File: src/rtl/fifo_pkg.sv
// Shared constants and types for the synchronous FIFO.
// Optional occupancy port is enabled by defining FIFO_COUNT_EN.
package fifo_pkg;

    localparam int DATA_SIZE_DEF  = 8;
    localparam int ADDR_WIDTH_DEF = 4;

    typedef logic [ADDR_WIDTH_DEF-1:0] ptr_t;
    typedef logic [ADDR_WIDTH_DEF:0]   occ_t;

endpackage

File: src/rtl/fifo_mem_array.sv
// Simple dual-port register array: synchronous write,
// registered read with read-enable (read register resets to 0).
module fifo_mem_array
    import fifo_pkg::*;
#(
    parameter int DATA_SIZE  = DATA_SIZE_DEF,
    parameter int ADDR_WIDTH = ADDR_WIDTH_DEF
) (
    input  logic                  clk_i,
    input  logic                  rst_ni,
    input  logic                  we_i,
    input  logic [ADDR_WIDTH-1:0] waddr_i,
    input  logic [DATA_SIZE-1:0]  wdata_i,
    input  logic                  re_i,
    input  logic [ADDR_WIDTH-1:0] raddr_i,
    output logic [DATA_SIZE-1:0]  rdata_o
);

    logic [DATA_SIZE-1:0] mem_q [2**ADDR_WIDTH];
    logic [DATA_SIZE-1:0] rdata_q;

    // Storage is intentionally left unreset.
    always_ff @(posedge clk_i) begin
        if (we_i) begin
            mem_q[waddr_i] <= wdata_i;
        end
    end

    always_ff @(posedge clk_i or negedge rst_ni) begin
        if (!rst_ni) begin
            rdata_q <= '0;
        end else if (re_i) begin
            rdata_q <= mem_q[raddr_i];
        end
    end

    assign rdata_o = rdata_q;

endmodule

File: src/rtl/sync_fifo_core.sv
// Single-clock FIFO: pointers, occupancy and error flag.
// Define FIFO_COUNT_EN to expose the occupancy on port count.
module sync_fifo_core
    import fifo_pkg::*;
#(
    parameter int DATA_SIZE  = DATA_SIZE_DEF,
    parameter int ADDR_WIDTH = ADDR_WIDTH_DEF
) (
    input  logic                 clk,
    input  logic                 rst,
    input  logic [DATA_SIZE-1:0] wdata,
    output logic [DATA_SIZE-1:0] rdata,
    input  logic                 rd_en,
    input  logic                 wr_en,
    output logic                 full,
    output logic                 empty,
    output logic                 error
`ifdef FIFO_COUNT_EN
    ,
    output logic [ADDR_WIDTH:0]  count
`endif
);

    localparam logic [ADDR_WIDTH:0] DEPTH_C = {1'b1, {ADDR_WIDTH{1'b0}}};

    logic [ADDR_WIDTH-1:0] wr_ptr_q, wr_ptr_d;
    logic [ADDR_WIDTH-1:0] rd_ptr_q, rd_ptr_d;
    logic [ADDR_WIDTH:0]   occ_q, occ_d;
    logic                  err_q, err_d;
    logic                  wr_acc, rd_acc;

    // Status comes from registered occupancy only.
    assign full  = (occ_q == DEPTH_C);
    assign empty = (occ_q == '0);
    assign error = err_q;

    assign wr_acc = wr_en && !full;
    assign rd_acc = rd_en && !empty;

    always_comb begin
        wr_ptr_d = wr_ptr_q;
        rd_ptr_d = rd_ptr_q;
        occ_d    = occ_q;
        if (wr_acc) begin
            wr_ptr_d = wr_ptr_q + 1'b1;
        end
        if (rd_acc) begin
            rd_ptr_d = rd_ptr_q + 1'b1;
        end
        unique case ({wr_acc, rd_acc})
            2'b10:   occ_d = occ_q + 1'b1;
            2'b01:   occ_d = occ_q - 1'b1;
            default: occ_d = occ_q;
        endcase
        err_d = (wr_en && full) || (rd_en && empty);
    end

    always_ff @(posedge clk or negedge rst) begin
        if (!rst) begin
            wr_ptr_q <= '0;
            rd_ptr_q <= '0;
            occ_q    <= '0;
            err_q    <= 1'b0;
        end else begin
            wr_ptr_q <= wr_ptr_d;
            rd_ptr_q <= rd_ptr_d;
            occ_q    <= occ_d;
            err_q    <= err_d;
        end
    end

    fifo_mem_array #(
        .DATA_SIZE  (DATA_SIZE),
        .ADDR_WIDTH (ADDR_WIDTH)
    ) u_mem (
        .clk_i   (clk),
        .rst_ni  (rst),
        .we_i    (wr_acc),
        .waddr_i (wr_ptr_q),
        .wdata_i (wdata),
        .re_i    (rd_acc),
        .raddr_i (rd_ptr_q),
        .rdata_o (rdata)
    );

`ifdef FIFO_COUNT_EN
    assign count = occ_q;
`endif

endmodule

File: config.mk
export PLATFORM = sky130hd
export DESIGN_NAME = sync_fifo_core
export DESIGN_NICKNAME = d
export VERILOG_FILES = /design/src/rtl/fifo_pkg.sv /design/src/rtl/fifo_mem_array.sv /design/src/rtl/sync_fifo_core.sv
export SDC_FILE = /design/constraint.sdc
export NUM_CORES = 1
export LEC_CHECK = 0
export CAP_MARGIN = 30
export CELL_PAD_IN_SITES_DETAIL_PLACEMENT = 0
export CELL_PAD_IN_SITES_GLOBAL_PLACEMENT = 1
export CORE_UTILIZATION = 45
export DETAILED_ROUTE_END_ITERATION = 8
export PLACE_DENSITY = 0.67
export SYNTH_ARGS = -nofsm -noshare
export SYNTH_HDL_FRONTEND = slang
export SYNTH_SLANG_ARGS = --single-unit
File: constraint.sdc
create_clock -name clk -period 4 [get_ports clk]
set_input_delay 0.8 -clock clk [delete_from_list [all_inputs] [get_ports clk]]
set_output_delay 0.8 -clock clk [all_outputs]
set_load 0.01 [all_outputs]
==> flow_metrics.env <==
export IMPL_synth_cells=319
export IMPL_place_hpwl_microns=7170
export IMPL_clkSlewWorstSetupHoldPaths_ps=60
export IMPL_synth_adder_area_share=0.0185
export IMPL_design_area_sq_um=7170
export IMPL_setup_ws_ps=757
export IMPL_final_util=0.544
export IMPL_drv_cap=0
export IMPL_num_io_pins=23
export IMPL_finClkSkew_ps=9.44
export IMPL_htree_levels=4
export IMPL_worst_setup_path_end_kind="flip-flop"
export IMPL_hold_ws_ps=501
export IMPL_nFillCells=1032
export IMPL_holdCritStartpoint="u_mem.rdata_o[5]$_DFFE_PN0P_"
export IMPL_cts_buffer_depth=2
export IMPL_met1_length_microns=5630
export IMPL_start_util=0.461
export IMPL_power_leakage_nw=2.47
export IMPL_slew_headroom=0.386
export IMPL_core_rowCount=42
export IMPL_rsz0062_at_grt="false"
export IMPL_clk_latency_ps=420
export IMPL_top_signal_layer_used="met4"
export IMPL_critPathMaxFanout=11
export IMPL_synth_avg_cell_area_sq_um=19.0
export IMPL_ys_ff_latch=150
export IMPL_finalMaxSlewViolations=0
export IMPL_synth_compound_area_frac=0.0356
export IMPL_grt_max_degree=34
export IMPL_grt_pass1_wl_microns=18300
export IMPL_dr_pass1_iters=6
export IMPL_via_per_inst=5.42
export IMPL_ctsHoldBuffers=0
export IMPL_die_h_microns=118
export IMPL_synth_warnings=0
export IMPL_postCtsSetupBuffers=0
export IMPL_yosysSeqAreaShare=0.723
export IMPL_drc=0
export IMPL_setup_viol=0
export IMPL_cts_root_buf="clkbuf_16"
export IMPL_power_density_nw_per_um2=713
export IMPL_antenna_found_initial=0
export IMPL_drt_wirelength_per_cell_microns=21.4
export IMPL_cts_buffers=17
export IMPL_grt_pass1_vias=3033
export IMPL_port_buffer_count=22
export IMPL_core_area_sq_um=13200
export IMPL_setup_worst_path_start="occ_q[1]$_DFFE_PN0P_"
export IMPL_dieArea_sq_um=14000
export IMPL_synth_area_sq_um=6080
export IMPL_routed_wl_microns=11700
export IMPL_place_gp_congestion=0.733
export IMPL_fin_crit_sh=0.811
export IMPL_fin_crit_ps=3240
export IMPL_track_usage=0.186
export IMPL_synthFlopType="edfxtp_1"
export IMPL_synthArstFlopShare=0.147
export IMPL_drive_gt1_frac=0.258
export IMPL_met3WireLength_microns=422
export IMPL_critPathKind="flip-flop to flip-flop"
export IMPL_r2r_start="occ_q[1]$_DFFE_PN0P_"
export IMPL_cts_resized=0
export IMPL_fin_nets=380
export IMPL_clkSinkCount=150
export IMPL_crit_required_ps=4290
export IMPL_yosysUniqueCellTypes=36
export IMPL_detail_route_antenna_nets=0
export IMPL_pre_cts_ws_ps=688
export IMPL_yosys_area_share_simple=0.0412
export IMPL_synth_fp_nets=340
export IMPL_syn2layout_area_growth_pct=18.0
export IMPL_status="complete, no violations"
export IMPL_hold_viol=0
export IMPL_die_width_microns=118
export IMPL_clock_fmax_ghz=0.308
export IMPL_drtIter0Drc=224
export IMPL_wl_met2_microns=5560
export IMPL_routed_via_count=2971
export IMPL_cts_tree="yes"
export IMPL_ir_worst_vdd_v=0.000304
export IMPL_synth_edf_count=128
export IMPL_insertedDiodeCount=0
export IMPL_cp_arrival_ps=3530
export IMPL_overflow=0
export IMPL_synth_xor_area_share=0.0144
export IMPL_min_path_type="flip-flop to flip-flop"
export IMPL_synthMuxAreaShare=0.148
export IMPL_worst_slew_pin_slew_ps=922
export IMPL_final_setup_tns_ps=0
export IMPL_cp_start_kind="flip-flop"
export IMPL_synth_top_family_by_area="multiplexers"
export IMPL_place_area_sq_um=6570
[per-layer routing]
| metal | up-vias | track usage |
|---|---|---|
| met5 | - | 0 |
| met4 | 0 | 0.0513 |
| met3 | 10 | 0.0574 |
| met2 | 47 | 0.278 |
| met1 | 1568 | 0.264 |
| li1 | 1346 | - |
[registers in the layout (all words and copies together), names as in the netlist]
signal,count
occ_q,5
u_mem.rdata_o,8
rd_ptr_q,4
error,1
u_mem.mem_q,128
wr_ptr_q,4
[per-stage QoR]
stage | instances | total power [W]
after CTS | 548 | 0.00517
after floorplan | 319 | 0.00312
after detailed placement | 516 | 0.00357
after global routing | 548 | 0.00537
final | 548 | 0.00511
after global placement | 515 | 0.00353
[critical path, cell delays in order, from the launching register on]
cell	delay, ps
dfrtp_1	450
or4_4	580
o21ai_2	480
inv_2	170
ha_1	360
xor2_1	180
ha_1	220
o211a_1	210
o31ai_1	200
a31oi_1	90
xor2_1	160
[cell usage in the layout, fill, tap and decap left out, types with 2 or more instances in the layout]
cell type | netlist | final
a21oi_1 | 3 | 3
and2_1 | 2 | 2
buf_4 | 0 | 17
bufinv_16 | 0 | 3
clkbuf_1 | 10 | 3
clkbuf_16 | 0 | 17
clkbuf_8 | 0 | 3
clkdlybuf4s50_1 | 0 | 22
clkinv_2 | 0 | 5
dfrtp_1 | 22 | 20
dfrtp_2 | 0 | 2
edfxtp_1 | 128 | 128
ha_1 | 9 | 9
inv_1 | 4 | 4
mux2i_1 | 17 | 17
mux4_2 | 32 | 32
nand2_1 | 20 | 20
nand2b_1 | 3 | 3
nand4_1 | 2 | 2
nor2_1 | 17 | 17
nor3_1 | 4 | 4
o21ai_0 | 4 | 4
o221ai_2 | 8 | 8
xnor2_1 | 6 | 6
xor2_1 | 4 | 4
[Yosys cell counts, types with 2 or more instances]
master | number | area share
edfxtp_1 | 128 | 0.63
mux4_2 | 32 | 0.12
dfrtp_1 | 22 | 0.091
nand2_1 | 20 | 0.012
mux2i_1 | 17 | 0.028
nor2_1 | 17 | 0.011
clkbuf_1 | 10 | 0.0062
ha_1 | 9 | 0.019
o221ai_2 | 8 | 0.020
buf_2 | 6 | 0.0049
xnor2_1 | 6 | 0.0086
inv_1 | 4 | 0.0025
nor3_1 | 4 | 0.0033
o21ai_0 | 4 | 0.0033
xor2_1 | 4 | 0.0058
a21oi_1 | 3 | 0.0025
nand2b_1 | 3 | 0.0031
and2_1 | 2 | 0.0021
buf_6 | 2 | 0.0037
nand4_1 | 2 | 0.0021
[worst paths after layout]
path                                                 to  slack [ps]  cells after the start
hold / removal             u_mem.rdata_o[5]$_DFFE_PN0P_         500                      2
setup reg to reg                   occ_q[4]$_DFFE_PN0P_         760                     10
max in group asynchronous       rd_ptr_q[2]$_DFFE_PN0P_        2770                      2
setup / recovery                   occ_q[4]$_DFFE_PN0P_         760                     10
hold reg to reg            u_mem.rdata_o[5]$_DFFE_PN0P_         500                      2
min in group asynchronous       wr_ptr_q[3]$_DFFE_PN0P_         730                      1
[cell families (layout without fill, tap and decap cells)]
kind of cell	after synthesis	after routing
muxes	50	50
DFF	150	150
adders and majority gates	9	9
xor gates and xnor gates	10	10
AOI/OAI and AO/OA	22	22
buffers and inverters	24	77
and+or+nand+nor	54	54
[where the power goes]
group          switching (W)  internal [W]  leakage (nW)
Clock               0.000581       0.00103         0.301
Combinational       0.000591      0.000678         0.751
Sequential          0.000296       0.00194          1.42
Total                0.00147       0.00364          2.47
[final cells by class]
cell class                 instances  area (sq um)  share of cell area
timing repair buffer              40           363              0.0506
clock inverter                     9           124              0.0173
tap                              176           220              0.0307
inverter                           5          18.8             0.00262
sequential                       150          4400               0.613
multi-input combinational        145          1570               0.219
clock buffer                      23           478              0.0667
(Power assumes the default switching activity.)
